### src/rtl/riscv_pkg.sv
// Shared RISC-V core definitions: opcode constants, the NOP encoding and the fetch FSM state type.
// Latency: n/a (declarations only).
// Backpressure: n/a.
package riscv_pkg;

    localparam logic [6:0] OP_LOAD   = 7'b0000011;
    localparam logic [6:0] OP_STORE  = 7'b0100011;
    localparam logic [6:0] OP_RTYPE  = 7'b0110011;
    localparam logic [6:0] OP_BRANCH = 7'b1100011;
    localparam logic [6:0] OP_JAL    = 7'b1101111;

    // addi x0, x0, 0
    localparam logic [31:0] NOP = 32'h0000_0013;

    typedef enum logic {
        FETCH = 1'b0,
        EXEC  = 1'b1
    } fetch_state_t;

endpackage

### src/rtl/next_pc_calc.sv
// Next-PC selection: pc+4, or pc+imm_ext when a jump or taken branch is signalled.
// Latency: purely combinational.
// Backpressure: none.
//
// Ports: pc, imm_ext, branch, zero, jump in; next_pc, misaligned out.
// Build option FETCH_MISALIGN_TRAP_EN: when defined the raw target is passed through
// and the parent redirects misaligned targets; otherwise target[1:0] is forced to 00.
module next_pc_calc (
    input  logic [31:0] pc,
    input  logic [31:0] imm_ext,
    input  logic        branch,
    input  logic        zero,
    input  logic        jump,
    output logic [31:0] next_pc,
    output logic        misaligned
);

    logic [31:0] target;
    logic [31:0] seq_pc;
    logic [31:0] target_sel;
    logic        take;

    // Both additions wrap modulo 2^32 by construction.
    assign target = pc + imm_ext;
    assign seq_pc = pc + 32'd4;
    assign take   = jump | (branch & zero);

    assign misaligned = take & (target[1:0] != 2'b00);

`ifdef FETCH_MISALIGN_TRAP_EN
    assign target_sel = target;
`else
    assign target_sel = {target[31:2], 2'b00};
`endif

    assign next_pc = take ? target_sel : seq_pc;

endmodule

### src/rtl/fetch_unit.sv
// Instruction fetch stage: owns the PC, fetches over req/ack, holds the instruction for decode.
// Latency: instr_valid one cycle after the accepting ack; new pc + imem_req one cycle after retire.
// Backpressure: imem_req held with stable address until ack; instruction held while stall or no retire.
//
// Ports: clk, rst (sync, active high); imem_req/imem_addr/imem_ack/imem_rdata to instruction memory;
// instr/op/instr_valid/pc/pc_plus4 to decode; retire/stall/branch/zero/jump/imm_ext from downstream;
// trap pulses on a misaligned control-flow target.
// Build option FETCH_MISALIGN_TRAP_EN: misaligned targets redirect to TRAP_PC and pulse trap;
// when undefined the target is word-aligned, trap is tied low and TRAP_PC is unused.
module fetch_unit
    import riscv_pkg::*;
#(
    parameter logic [31:0] RESET_PC = 32'h0000_0000,
    parameter logic [31:0] TRAP_PC  = 32'h0000_0100
) (
    input  logic        clk,
    input  logic        rst,
    output logic        imem_req,
    output logic [31:0] imem_addr,
    input  logic        imem_ack,
    input  logic [31:0] imem_rdata,
    output logic [31:0] instr,
    output logic [6:0]  op,
    output logic        instr_valid,
    output logic [31:0] pc,
    output logic [31:0] pc_plus4,
    input  logic        retire,
    input  logic        stall,
    input  logic        branch,
    input  logic        zero,
    input  logic        jump,
    input  logic [31:0] imm_ext,
    output logic        trap
);

    fetch_state_t state;
    fetch_state_t state_nxt;

    logic        fetch_done;
    logic        advance;
    logic [31:0] next_pc;
    logic        misaligned;
    logic [31:0] pc_sel;

    next_pc_calc u_next_pc_calc (
        .pc         (pc),
        .imm_ext    (imm_ext),
        .branch     (branch),
        .zero       (zero),
        .jump       (jump),
        .next_pc    (next_pc),
        .misaligned (misaligned)
    );

    // State register.
    always_ff @(posedge clk) begin
        if (rst) begin
            state <= FETCH;
        end else begin
            state <= state_nxt;
        end
    end

    // Next-state logic.
    always_comb begin
        state_nxt = state;
        case (state)
            FETCH:   if (imem_ack)         state_nxt = EXEC;
            EXEC:    if (retire && !stall) state_nxt = FETCH;
            default:                       state_nxt = FETCH;
        endcase
    end

    // Output logic. The request is masked during reset so that an ack arriving
    // in the reset cycle is never seen as a completed fetch by memory or decode.
    always_comb begin
        imem_req   = (state == FETCH) & ~rst;
        fetch_done = imem_req & imem_ack;
        advance    = (state == EXEC) & retire & ~stall;
    end

`ifdef FETCH_MISALIGN_TRAP_EN
    logic trap_q;

    assign pc_sel = misaligned ? TRAP_PC : next_pc;
    assign trap   = trap_q;
`else
    logic unused_ok;

    assign pc_sel    = next_pc;
    assign trap      = 1'b0;
    assign unused_ok = ^{TRAP_PC, misaligned};
`endif

    // Datapath registers.
    always_ff @(posedge clk) begin
        if (rst) begin
            pc          <= RESET_PC;
            instr       <= NOP;
            instr_valid <= 1'b0;
`ifdef FETCH_MISALIGN_TRAP_EN
            trap_q      <= 1'b0;
`endif
        end else begin
`ifdef FETCH_MISALIGN_TRAP_EN
            // Set on the redirecting retire so it is high for the first FETCH cycle only.
            trap_q <= advance & misaligned;
`endif
            if (fetch_done) begin
                instr       <= imem_rdata;
                instr_valid <= 1'b1;
            end
            if (advance) begin
                pc          <= pc_sel;
                instr_valid <= 1'b0;
            end
        end
    end

    assign imem_addr = pc;
    assign pc_plus4  = pc + 32'd4;
    assign op        = instr[6:0];

endmodule

### config.mk
export PLATFORM = sky130hd
export DESIGN_NAME = fetch_unit
export DESIGN_NICKNAME = d
export VERILOG_FILES = /design/src/rtl/riscv_pkg.sv /design/src/rtl/next_pc_calc.sv /design/src/rtl/fetch_unit.sv
export SDC_FILE = /design/constraint.sdc
export NUM_CORES = 1
export LEC_CHECK = 0
export BUFFER_PORTS_ARGS = -buffer_cell sky130_fd_sc_hd__buf_2
export CORE_MARGIN = 10
export CORE_UTILIZATION = 51
export DETAILED_ROUTE_END_ITERATION = 10
export GPL_ROUTABILITY_DRIVEN = 0
export GPL_TIMING_DRIVEN = 1
export PLACE_DENSITY = 0.86
export SLEW_MARGIN = 20
export SYNTH_ARGS = -nofsm -noshare
export SYNTH_HDL_FRONTEND = slang
export SYNTH_HIERARCHICAL = 1
export SYNTH_SLANG_ARGS = --single-unit
### constraint.sdc
create_clock -name clk -period 3.2 [get_ports clk]
set_clock_uncertainty 0.05 [all_clocks]
set_input_delay 0.64 -clock clk [delete_from_list [all_inputs] [get_ports clk]]
set_output_delay 0.64 -clock clk [all_outputs]
set_load 0.03 [all_outputs]
* After elaboration in Yosys (flattened, before gate mapping) *
Index checks and enable logic that the tools add are counted.

storage, ports and cells
  RAM bits = 0
  memory bits (read-only) = 0
  memories = 0
  logic and storage cells = 22
  output and inout port bits = 138
  latch bits = 0
  flip-flop bits (word level) = 66

cells by class
  add/sub/neg operators = 2
  multipliers = 0
  div/mod/pow operators = 0
  shift-type cells = 0
  mux-type cells = 4
  equality and inequality tests = 0
  reduce and logical (&&, ||, !) cells = 3
  magnitude comparators = 0
  bitwise logic cells = 9

operators with widths
  kind                     count
  $add A32 B3 Y32 const B  1
  $add A32 B32 Y32         1
  $mux W32                 1
  $and A1 B1 Y1            5
  $not A1 Y1               3
  $mux W1                  2
  $pmux W1 S2              1
  $reduce_or A2 Y1         1
  $logic_and A1 B1 Y1      1
  $logic_not A1 Y1         1
  $or A1 B1 Y1             1

* Logic depth before layout (Yosys ltp) *
Gate-level depths: netlist of run 1.

  depth in word-level cells = 4
  depth in mapped cells = 11
  mapped depth without buffers = 11

* Cells and area by module *
The synthesis of run 1 kept the hierarchy.

by module, submodules not included
  module        instances  area each (um^2)  cells each
  fetch_unit    1          3230.6            407
  next_pc_calc  1          2641.3            394

* Worst setup path after synthesis of run 1 *
OpenSTA, ideal clock, no wires.

  path type = reg-to-output
  from = reg pc[2], in the netlist imem_addr[2]
  to = out pc_plus4[12]
  path slack = 0.355 ns
  data arrival time = 2.155 ns
  path buffers = 0
  cell stages (with the launch flop) = 6
  cell sequence = dfxtp_1 ha_1 nand3_2 nor2_1 nand4_1 xnor2_1

between the ends
  word-level cells in the longest chain between the ends = 1

ends and longest elaborated chain
  element                 line               text
  from (decl)             fetch_unit.sv:25   output logic [31:0] pc,
  from (signal assigned)  fetch_unit.sv:114  pc <= pc_sel;
  $add A32 B3 Y32         fetch_unit.sv:121  assign pc_plus4 = pc + 32'd4;
  to (decl)               fetch_unit.sv:26   output logic [31:0] pc_plus4,

Every way passes these cells.

* Worst setup path in the final report of run 1 *
  from = reg pc[2], in the netlist imem_addr[2]
  to = out pc_plus4[30]

Same word-level chain as after synthesis.

==> summary.md, run 1 <==
| Metric | Value |
|---|---|
| Met3 Usage GRT | a little over a tenth |
| CTS buffer count | 9 |
| Die W | between 100 and 150 um |
| Detail Route Antenna Nets | 0 |
| Relative slew slack | ~54% |
| DR vias | between 6000 and 7000 |
| Total Wirelength | 19.8 mm |
| CTS H-tree lvls | 3 |
| Unrepaired setup endpoints after global routing | no |
| Grt total ovfl | 0 |
| Vias in the first global route | 6158 |
| Hold slack | about 0.42 ns |
| I/O Buffers | 208 |
| CTS tree | built |
| Worst Setup End Kind | output pin |
| F_max | roughly 0.33 GHz |
| Yosys warns | 6 |
| Minimum clock period | 3.01 ns |
| Total GRT Usage | 23.3% |
| Rows | 39 |
| Slew of the pin with the lowest slew margin | 0.693 ns |
| Fin util | 63.3% |
| Pin count of the biggest net entering global routing | 67 |
| Core area | 11300 um^2 |
| WP data arrival | 2.32 ns |
| Synthesized instance count | around 800 |
| Fin crit share | 94.1% |
| Iter 0 DRT Violations | 541 |
| Global-route wire length before repair | 31.5 mm |
| Setup_tns | 0 ns |
| Final setup viols | 0 |
| Setup CP Type | reg2out |
| Final nets | ~1100 |
| Post-synthesis average cell area | 7.34 um^2 |
| Peak fanout along the critical path | 9 |
| M2 GR Usage | 35.6% |
| Reg2reg path depth | 11 |
| Initial antenna violation count | 0 |
| Number of vias per cell | roughly 5.7 |
| Layer with the highest usage | met2 |
| Post-Layout Cell Count | 1117 |
| Req. time, crit path | 2.51 ns |
| VDD IR max | 0.320 mV |
| Power density over the cells | approximately 350 nW/um^2 |
| I/O pin count | 210 |
| Syn-to-layout area delta | 22.2% |
| Dpl hpwl | 15.2 mm |
| Clock latency at the later pin of the worst-skew pair | 0.33 ns |
| Layout cells sized above 1 | 29.1% |
| CTS root buffer | clkbuf_16 |
| Status | complete, no violations |
| Synthesized area | 5860 um^2 |
| Die Y-Extent | 127 um |
| Hold Path Depth | 2 |
| Die area | 16200 um^2 |
| CTS sink count | 66 |
| Hold WC Path Type | reg2reg |
| Leakage | roughly 3.5 nW |
| Post-route DRC | 0 |
| DP Cell Count | 1101 |
| Post-cts resize count | 0 |
| # diodes | 0 |
| Starting Density | between 50% and 60% |
| WL/cell | approximately 18 um |
| CTS max path bufs | 2 |
| CTS clock-pin slew for the worst setup and hold paths | 0.06 ns |
| DRT Pass-1 Iters | 5 |
| Grt met1 use | 28.1% |
| Hold Fails Final Rpt | 0 |
| Maxcap violations | 0 |
| Pins Over Slew Limit | 0 |
| Worst Setup Start Kind | flip-flop |
| Synth Net Count | 905 |
==> critical path, stage by stage (launching register included) <==
cell and delay (ns):
dfxtp_1 0.53, ha_1 0.28, nand3_2 0.17, nor2_1 0.33, buf_4 0.20, nand3_1 0.09
xnor2_1 0.16, buf_2 0.23
==> through the flow <==
stage | worst slack, ns | cell area, um^2 | power (mW)
6_report | 0.188 | 7160 | 2.53
5_1_grt | 0.0103 | 7160 | 2.64
3_3_place_gp | 0.111 | 6850 | 1.52
4_1_cts | 0.132 | 7160 | 2.54
3_5_place_dp | 0.0623 | 6850 | 1.53
2_1_floorplan | 0.355 | 5860 | 1.35
==> cell type report <==
| class | count | area, um^2 |
|---|---|---|
| Fill cell | 990 | 4160 |
| Tap cell | 143 | 179 |
| Clock buffer | 13 | 270 |
| Multi-Input combinational cell | 647 | 4060 |
| Inverter | 7 | 26.3 |
| Timing Repair Buffer | 239 | 1270 |
| Clock inverter | 2 | 35.0 |
| Sequential cell | 66 | 1320 |
==> flip-flops by register name, indices dropped and copies added (netlist names) <==
name	flops
state	1
imem_addr	32
instr_valid	1
instr	32
==> routing by layer <==
metal | up-vias | share of wire (%)
met2 | 379 | 44
met1 | 2883 | 40
li1 | 3081 | -
met4 | 0 | 2.1
met5 | - | 0
met3 | 35 | 14
==> final timing paths <==
path                                    from       endpoint  slack (ns)
worst max register to register  imem_addr[2]  imem_addr[29]        0.28
worst max-delay path            imem_addr[2]   pc_plus4[30]        0.19
worst min register to register      instr[8]       instr[8]        0.42
worst min-delay path                instr[8]       instr[8]        0.42
==> what timing repair did <==
item                                    CTS  global route
endpoints found under the setup margin    0             1
endpoints found under the hold margin     0             0
hold buffers                              0             0
buffers inserted                          0             1
==> report_power, final <==
group	total (mW)	internal (mW)	leakage (nW)	switching [mW]
registers	0.903	0.864	0.539	0.0389
clock network	1.02	0.661	0.152	0.355
logic	0.614	0.209	2.79	0.405
==> layout by cell type, fill, tap and decap left out, types with 6 or more instances in the layout <==
cell type,n
dfxtp_1,66
o211ai_1,7
nor2_1,46
ha_1,33
nand2_1,153
nor3_1,6
a21o_1,13
xor2_1,29
o21ai_1,7
buf_2,208
inv_1,7
and4_1,7
nand4_1,19
nand3_1,25
a21oi_1,76
nand2b_1,33
o21ai_0,59
buf_4,31
clkbuf_16,9
and3_1,15
xnor2_1,53
Note: power is estimated with default switching activity, not from simulation.
==> inputs of run 2 (changes only) <==
Settings changed: MAX_ROUTING_LAYER set to met4, SLEW_MARGIN 20 to not set.
==> run 2 against run 1 <==
Net effect:
- combinational power about the same
- first-iteration DRC count increased by 4.8%
- maximum frequency rose by 0.20%
- highest routed layer unchanged
- non-clock buffer count unchanged
==> summary.md, run 2 (same netlist as run 1, synthesis figures left out) <==
| Metric | Value |
|---|---|
| Status | complete, no violations (unchanged) |
| Syn-to-layout area delta | 22.2% (unchanged) |
| Global-route wire length before repair | 31.4 mm (was 31.5 mm) |
| Die W | 127 um (unchanged) |
| Req. time, crit path | 2.51 ns (about the same) |
| Relative slew slack | 55.3% (was 53.8%) |
| Total GRT Usage | 24.0% (was 23.3%) |
| Post-route DRC | 0 (unchanged) |
| Pins Over Slew Limit | 0 (unchanged) |
| Commonest non-fill, non-tap cell in the layout | buf_2 (unchanged) |
| Sequential share of power | 35.7% (about the same) |
| Final nets | 1076 (unchanged) |
| Internal power | 1.73 mW (about the same) |
| Grt total ovfl | 0 (unchanged) |
| Die area | 16200 um^2 (unchanged) |
| Setup CP Type | reg2out (unchanged) |
| Core area | 11300 um^2 (unchanged) |
| Pin count of the biggest net entering global routing | 67 (unchanged) |
| CTS tree | built (unchanged) |
| Worst Setup End Kind | output pin (unchanged) |
| Wire length on met3 | 2.37 mm (was 2.71 mm) |
| Worst Setup Start Kind | flip-flop (unchanged) |
| Number of vias per cell | 5.72 (was 5.71) |
| Minimum clock period | 3.01 ns (about the same) |
| Fin crit share | 93.9% (was 94.1%) |
| Comb pwr share | 24.2% (about the same) |
| Vias in the first global route | 6189 (was 6158) |
| WL met1 | 8.21 mm (was 7.92 mm) |
| Max layer used | met4 (unchanged) |
| WP data arrival | 2.32 ns (about the same) |
| CTS clock-pin slew for the worst setup and hold paths | 0.05 ns (was 0.06 ns) |
| Clock latency at the later pin of the worst-skew pair | 0.33 ns (about the same) |
| Sw frac | 31.5% (about the same) |
| Hold Fails Final Rpt | 0 (unchanged) |
| Slew of the pin with the lowest slew margin | 0.671 ns (was 0.693 ns) |
| I/O pin count | 210 (unchanged) |
| Slowest-stage cell, CP | dfxtp_1 (unchanged) |
| R2r setup slk | 0.28 ns (about the same) |
| Hold slack | 0.421 ns (was 0.422 ns) |
| Total Wirelength | 19.8 mm (about the same) |
| Die Y-Extent | 127 um (unchanged) |
| DR vias | 6389 (was 6378) |
| Final setup viols | 0 (unchanged) |
| Hold WC Path Type | reg2reg (unchanged) |
| WL met2 | 8.75 mm (was 8.71 mm) |
| CTS sink count | 66 (unchanged) |
| Maxcap violations | 0 (unchanged) |
| Rows | 39 (unchanged) |
| CTS buffer count | 9 (unchanged) |
| Count of hold-fix buffers inserted at cts | 0 (unchanged) |
| DRT Pass-1 Iters | 5 (unchanged) |
| Crit-path max cell delay | 0.53 ns (about the same) |
| Unrepaired setup endpoints after global routing | no (unchanged) |
| Power density over the cells | 353 nW/um^2 (was 354 nW/um^2) |
| WL/cell | 17.7 um (about the same) |
| VDD IR max | 0.321 mV (was 0.320 mV) |
| Clock power frac | 40.1% (about the same) |
| Commonest non-fill, non-tap cells in the layout | buf_2, nand2_1, a21oi_1 (unchanged) |
| CP Cell Sequence | ha_1 -> nand3_2 -> nor2_1 -> buf_4 -> nand3_1 -> xnor2_1 -> buf_2 (unchanged) |
| Setup_tns | 0 ns (unchanged) |
| F_max | 0.333 GHz (was 0.332 GHz) |
| Detail Route Antenna Nets | 0 (unchanged) |
| Layout cells sized above 1 | 29.1% (unchanged) |
| CTS root buffer | clkbuf_16 (unchanged) |
| Dpl hpwl | 15.2 mm (unchanged) |
| Iter 0 DRT Violations | 567 (was 541) |
| Peak fanout along the critical path | 9 (unchanged) |
| CTS max path bufs | 2 (unchanged) |
| Net Sw Power | 0.798 mW (was 0.799 mW) |
| # diodes | 0 (unchanged) |
| Leakage | 3.48 nW (unchanged) |
| CTS H-tree lvls | 3 (unchanged) |
| Starting Density | 51.8% (unchanged) |
| I/O Buffers | 208 (unchanged) |
| Initial antenna violation count | 0 (unchanged) |
## run 2: cell counts in the layout (fill, tap and decap cells not counted)
No cell type changed its count.
## run 2: area by class of cell
type,instances,area (um^2)
Fill cell,990,4160
Multi-Input combinational cell,647,4060
Sequential cell,66,1320
Timing Repair Buffer,239,1270
Clock buffer,13,270
Tap cell,143,179
Clock inverter,2,35.0
Inverter,7,26.3
## run 2: per-stage QoR
step	area (um^2)	worst slack [ns]	power [mW]	cells	utilization (%)
floorplan	5860	0.355	1.35	799	-
detailed placement	6850	0.0623	1.53	1101	60.5
global placement	6850	0.111	1.52	1101	60.5
CTS	7160	0.132	2.54	1116	63.2
finish	7160	0.194	2.53	1117	63.3
global route	7160	0.0123	2.64	1117	63.3
## run 2: worst paths after layout
path,from,to,depth (start not counted)
max,imem_addr[2],pc_plus4[30],7
min,instr[8],instr[8],2
max reg2reg,imem_addr[2],imem_addr[29],11
min reg2reg,instr[8],instr[8],2
## run 2: metal layers
metal | track usage [%] | vias up
met1 | 29.5 | 2918
met2 | 35.7 | 356
met3 | 8.19 | 38
met4 | 8.44 | 0
li1 | - | 3077
met5 | - | -
## run 2: worst max-delay path: cells and delay by family, from the launching register on
kind | cells | cell delay (ns)
buffers and inverters | 2 | 0.43
xor gates and xnor gates | 1 | 0.17
and+or+nand+nor | 3 | 0.59
adders and majority gates | 1 | 0.28
DFF | 1 | 0.53
## run 2: power by group through the flow
| stage | clock network (mW) | logic, mW | registers (mW) |
|---|---|---|---|
| final | 1.02 | 0.614 | 0.904 |
| after global routing | 1.06 | 0.666 | 0.908 |
| after CTS | 1.03 | 0.610 | 0.903 |
| after detailed placement | 0 | 0.608 | 0.918 |
| after global placement | 0 | 0.600 | 0.918 |
| after floorplan | 0 | 0.348 | 1.00 |
## run 2: what timing repair did
action / 4_1_cts / 5_1_grt
gates resized for setup: 0 / 0
buffers inserted: 0 / 1
setup endpoints to repair: 0 / 1
==> inputs of run 3 (changes only) <==
--- a/config.mk
+++ b/config.mk
@@ -8,10 +8,10 @@
 export BUFFER_PORTS_ARGS = -buffer_cell sky130_fd_sc_hd__buf_2
 export CORE_MARGIN = 10
-export CORE_UTILIZATION = 51
+export CORE_UTILIZATION = 23
 export DETAILED_ROUTE_END_ITERATION = 10
 export GPL_ROUTABILITY_DRIVEN = 0
 export GPL_TIMING_DRIVEN = 1
 export MAX_ROUTING_LAYER = met4
-export PLACE_DENSITY = 0.86
+export PLACE_DENSITY = 0.47
 export SYNTH_ARGS = -nofsm -noshare
 export SYNTH_HDL_FRONTEND = slang
==> constraint.sdc (replaced) <==
create_clock -name clk -period 3.2 [get_ports clk]
set_clock_uncertainty 0.05 [all_clocks]
set_input_delay 0.32 -clock clk [delete_from_list [all_inputs] [get_ports clk]]
set_output_delay 0.32 -clock clk [all_outputs]
set_load 0.03 [all_outputs]
==> run 3 against run 2 <==
Net effect:
- via count down 3.0%
- maximum frequency grew 5.2%
- clock-buffer cell count down 3
==> summary.md, run 3 (same netlist as run 1, synthesis figures left out) <==
| Metric | Value |
|---|---|
| Fin util | 29.8% (was 63.3%) |
| Leakage | 3.53 nW (was 3.48 nW) |
| Worst Setup End Kind | flip-flop (was output pin) |
| Post-cts resize count | 0 (unchanged) |
| Die W | 180 um (was 127 um) |
| Power density over the cells | 366 nW/um^2 (was 353 nW/um^2) |
| Status | complete, no violations (unchanged) |
| Maxcap violations | 0 (unchanged) |
| I/O pin count | 210 (unchanged) |
| Comb pwr share | 23.5% (was 24.2%) |
| I/O Buffers | 208 (unchanged) |
| Unrepaired setup endpoints after global routing | no (unchanged) |
| Clock latency at the later pin of the worst-skew pair | 0.34 ns (was 0.33 ns) |
| VDD IR max | 0.270 mV (was 0.321 mV) |
| Global-route wire length before repair | 37.0 mm (was 31.4 mm) |
| WL/cell | 18.2 um (was 17.7 um) |
| Most frequent CP cell | o21ai_0 |
| Total GRT Usage | 14.7% (was 24.0%) |
| CTS buffer count | 9 (unchanged) |
| Number of vias per cell | 4.73 (was 5.72) |
| Slew of the pin with the lowest slew margin | 0.799 ns (was 0.671 ns) |
| Core area | 25100 um^2 (was 11300 um^2) |
| Dpl ws | 0.332 ns (was 0.0623 ns) |
| CP Cell Sequence | ha_1 -> fa_1 -> a21o_1 -> a221o_2 -> a31oi_4 -> nor4_1 -> o21ai_0 -> xor2_1 -> o21ai_0 -> nand2_1 -> a21oi_1 (was ha_1 -> nand3_2 -> nor2_1 -> buf_4 -> nand3_1 -> xnor2_1 -> buf_2) |
| Peak fanout along the critical path | 6 (was 9) |
| Sw frac | 32.2% (was 31.5%) |
| CTS tree | built (unchanged) |
| Internal power | 1.86 mW (was 1.73 mW) |
| CTS root buffer | clkbuf_16 (unchanged) |
| Initial antenna violation count | 0 (unchanged) |
| DR vias | 6195 (was 6389) |
| Sequential share of power | 32.4% (was 35.7%) |
| WP data arrival | 3.00 ns (was 2.32 ns) |
| Setup_tns | 0 ns (unchanged) |
| Req. time, crit path | 3.34 ns (was 2.51 ns) |
| CTS clock-pin slew for the worst setup and hold paths | 0.06 ns (was 0.05 ns) |
| Final nets | 1082 (was 1076) |
| Clock power frac | 44.0% (was 40.1%) |
| Fin crit share | 89.3% (was 93.9%) |
| Grt total ovfl | 0 (unchanged) |
| Iter 0 DRT Violations | 373 (was 567) |
| DRT Pass-1 Iters | 5 (unchanged) |
| Hold Fails Final Rpt | 0 (unchanged) |
| F_max | 0.350 GHz (was 0.333 GHz) |
| Die area | 32300 um^2 (was 16200 um^2) |
| Relative slew slack | 46.7% (was 55.3%) |
| # diodes | 0 (unchanged) |
| Pin count of the biggest net entering global routing | 67 (unchanged) |
| Commonest non-fill, non-tap cell in the layout | buf_2 (unchanged) |
| Post-route DRC | 0 (unchanged) |
| Crit-path max cell delay | 0.43 ns (was 0.53 ns) |
| CTS sink count | 66 (unchanged) |
| Vias in the first global route | 6349 (was 6189) |
| Dpl hpwl | 18.5 mm (was 15.2 mm) |
| Slowest-stage cell, CP | a221o_2 (was dfxtp_1) |
| Postcts setup bufs | 0 (unchanged) |
| Rows | 58 (was 39) |
| Syn-to-layout area delta | 27.8% (was 22.2%) |
| Worst Setup Start Kind | flip-flop (unchanged) |
| Total Wirelength | 23.8 mm (was 19.8 mm) |
| Die Y-Extent | 180 um (was 127 um) |
| Final worst slack | 0.343 ns (was 0.194 ns) |
| Minimum clock period | 2.86 ns (was 3.01 ns) |
| Layout cells sized above 1 | 29.8% (was 29.1%) |
| Commonest non-fill, non-tap cells in the layout | buf_2, nand2_1, a21oi_1 (unchanged) |
| Detail Route Antenna Nets | 0 (unchanged) |
| Pins Over Slew Limit | 0 (unchanged) |
| Setup CP Type | reg2reg (was reg2out) |
| Count of hold-fix buffers inserted at cts | 0 (unchanged) |
| CTS H-tree lvls | 3 (unchanged) |
| CTS max path bufs | 2 (unchanged) |
| Final setup viols | 0 (unchanged) |
| Net Sw Power | 0.883 mW (was 0.798 mW) |
| Hold WC Path Type | in2reg (was reg2reg) |
| Starting Density | 23.4% (was 51.8%) |
## run 3: cell count changes in the layout (fill, tap and decap cells not counted)
cell / previous run / this run
buf_4: 31 / 37
bufinv_16: 1 / 3
clkbuf_8: 3 / 1
clkinvlp_4: 0 / 2
and2_1: 5 / 4
and2_2: 0 / 1
clkbuf_1: 1 / 0
clkinv_2: 1 / 0
clkinv_4: 0 / 1
## run 3: final timing paths
check / start / endpoint / slack, ns / cells after the start
max: imem_addr[0] / imem_addr[28] / 0.34 / 11
min: imem_rdata[5] / instr[5] / 0.12 / 3
max reg2reg: imem_addr[0] / imem_addr[28] / 0.34 / 11
min reg2reg: instr[7] / instr[7] / 0.43 / 2
## run 3: layout make-up
class / count / area [um^2]
fillers: 2829 / 17600
clock buffers: 10 / 239
repair buffers: 245 / 1320
well taps: 330 / 413
flip-flops and latches: 66 / 1320
clock inverters: 6 / 114
multi-input cells: 647 / 4060
inverters: 7 / 26.3
## run 3: power groups by stage
stage / sequential, mW / combinational, mW / clock (mW)
after CTS: 0.890 / 0.651 / 1.24
after floorplan: 1.00 / 0.348 / 0
final: 0.890 / 0.646 / 1.21
after global placement: 0.906 / 0.651 / 0
after detailed placement: 0.906 / 0.649 / 0
after global routing: 0.895 / 0.707 / 1.27
## run 3: stage by stage
stage	power, mW	area [um^2]	hold WS, ns	instances
5_1_grt	2.87	7490	0.119	1311
4_1_cts	2.78	7490	0.112	1311
3_3_place_gp	1.56	7140	0.405	1295
2_1_floorplan	1.35	5860	0.379	799
3_5_place_dp	1.56	7140	0.416	1295
6_report	2.74	7490	0.120	1311
## run 3: layer usage
metal	track usage [%]	routed length [um]	vias up
met5	-	0	-
met4	3.97	267	0
met2	22.1	10500	233
li1	-	-	3082
met1	18.9	11200	2867
met3	3.96	1810	13
## run 3: critical path, delay by kind of cell, from the launching register on
family | cells | cell delay (ns)
fa+ha+maj | 2 | 0.70
simple gates | 2 | 0.20
flops | 1 | 0.35
compound gates | 6 | 1.25
xor+xnor | 1 | 0.17
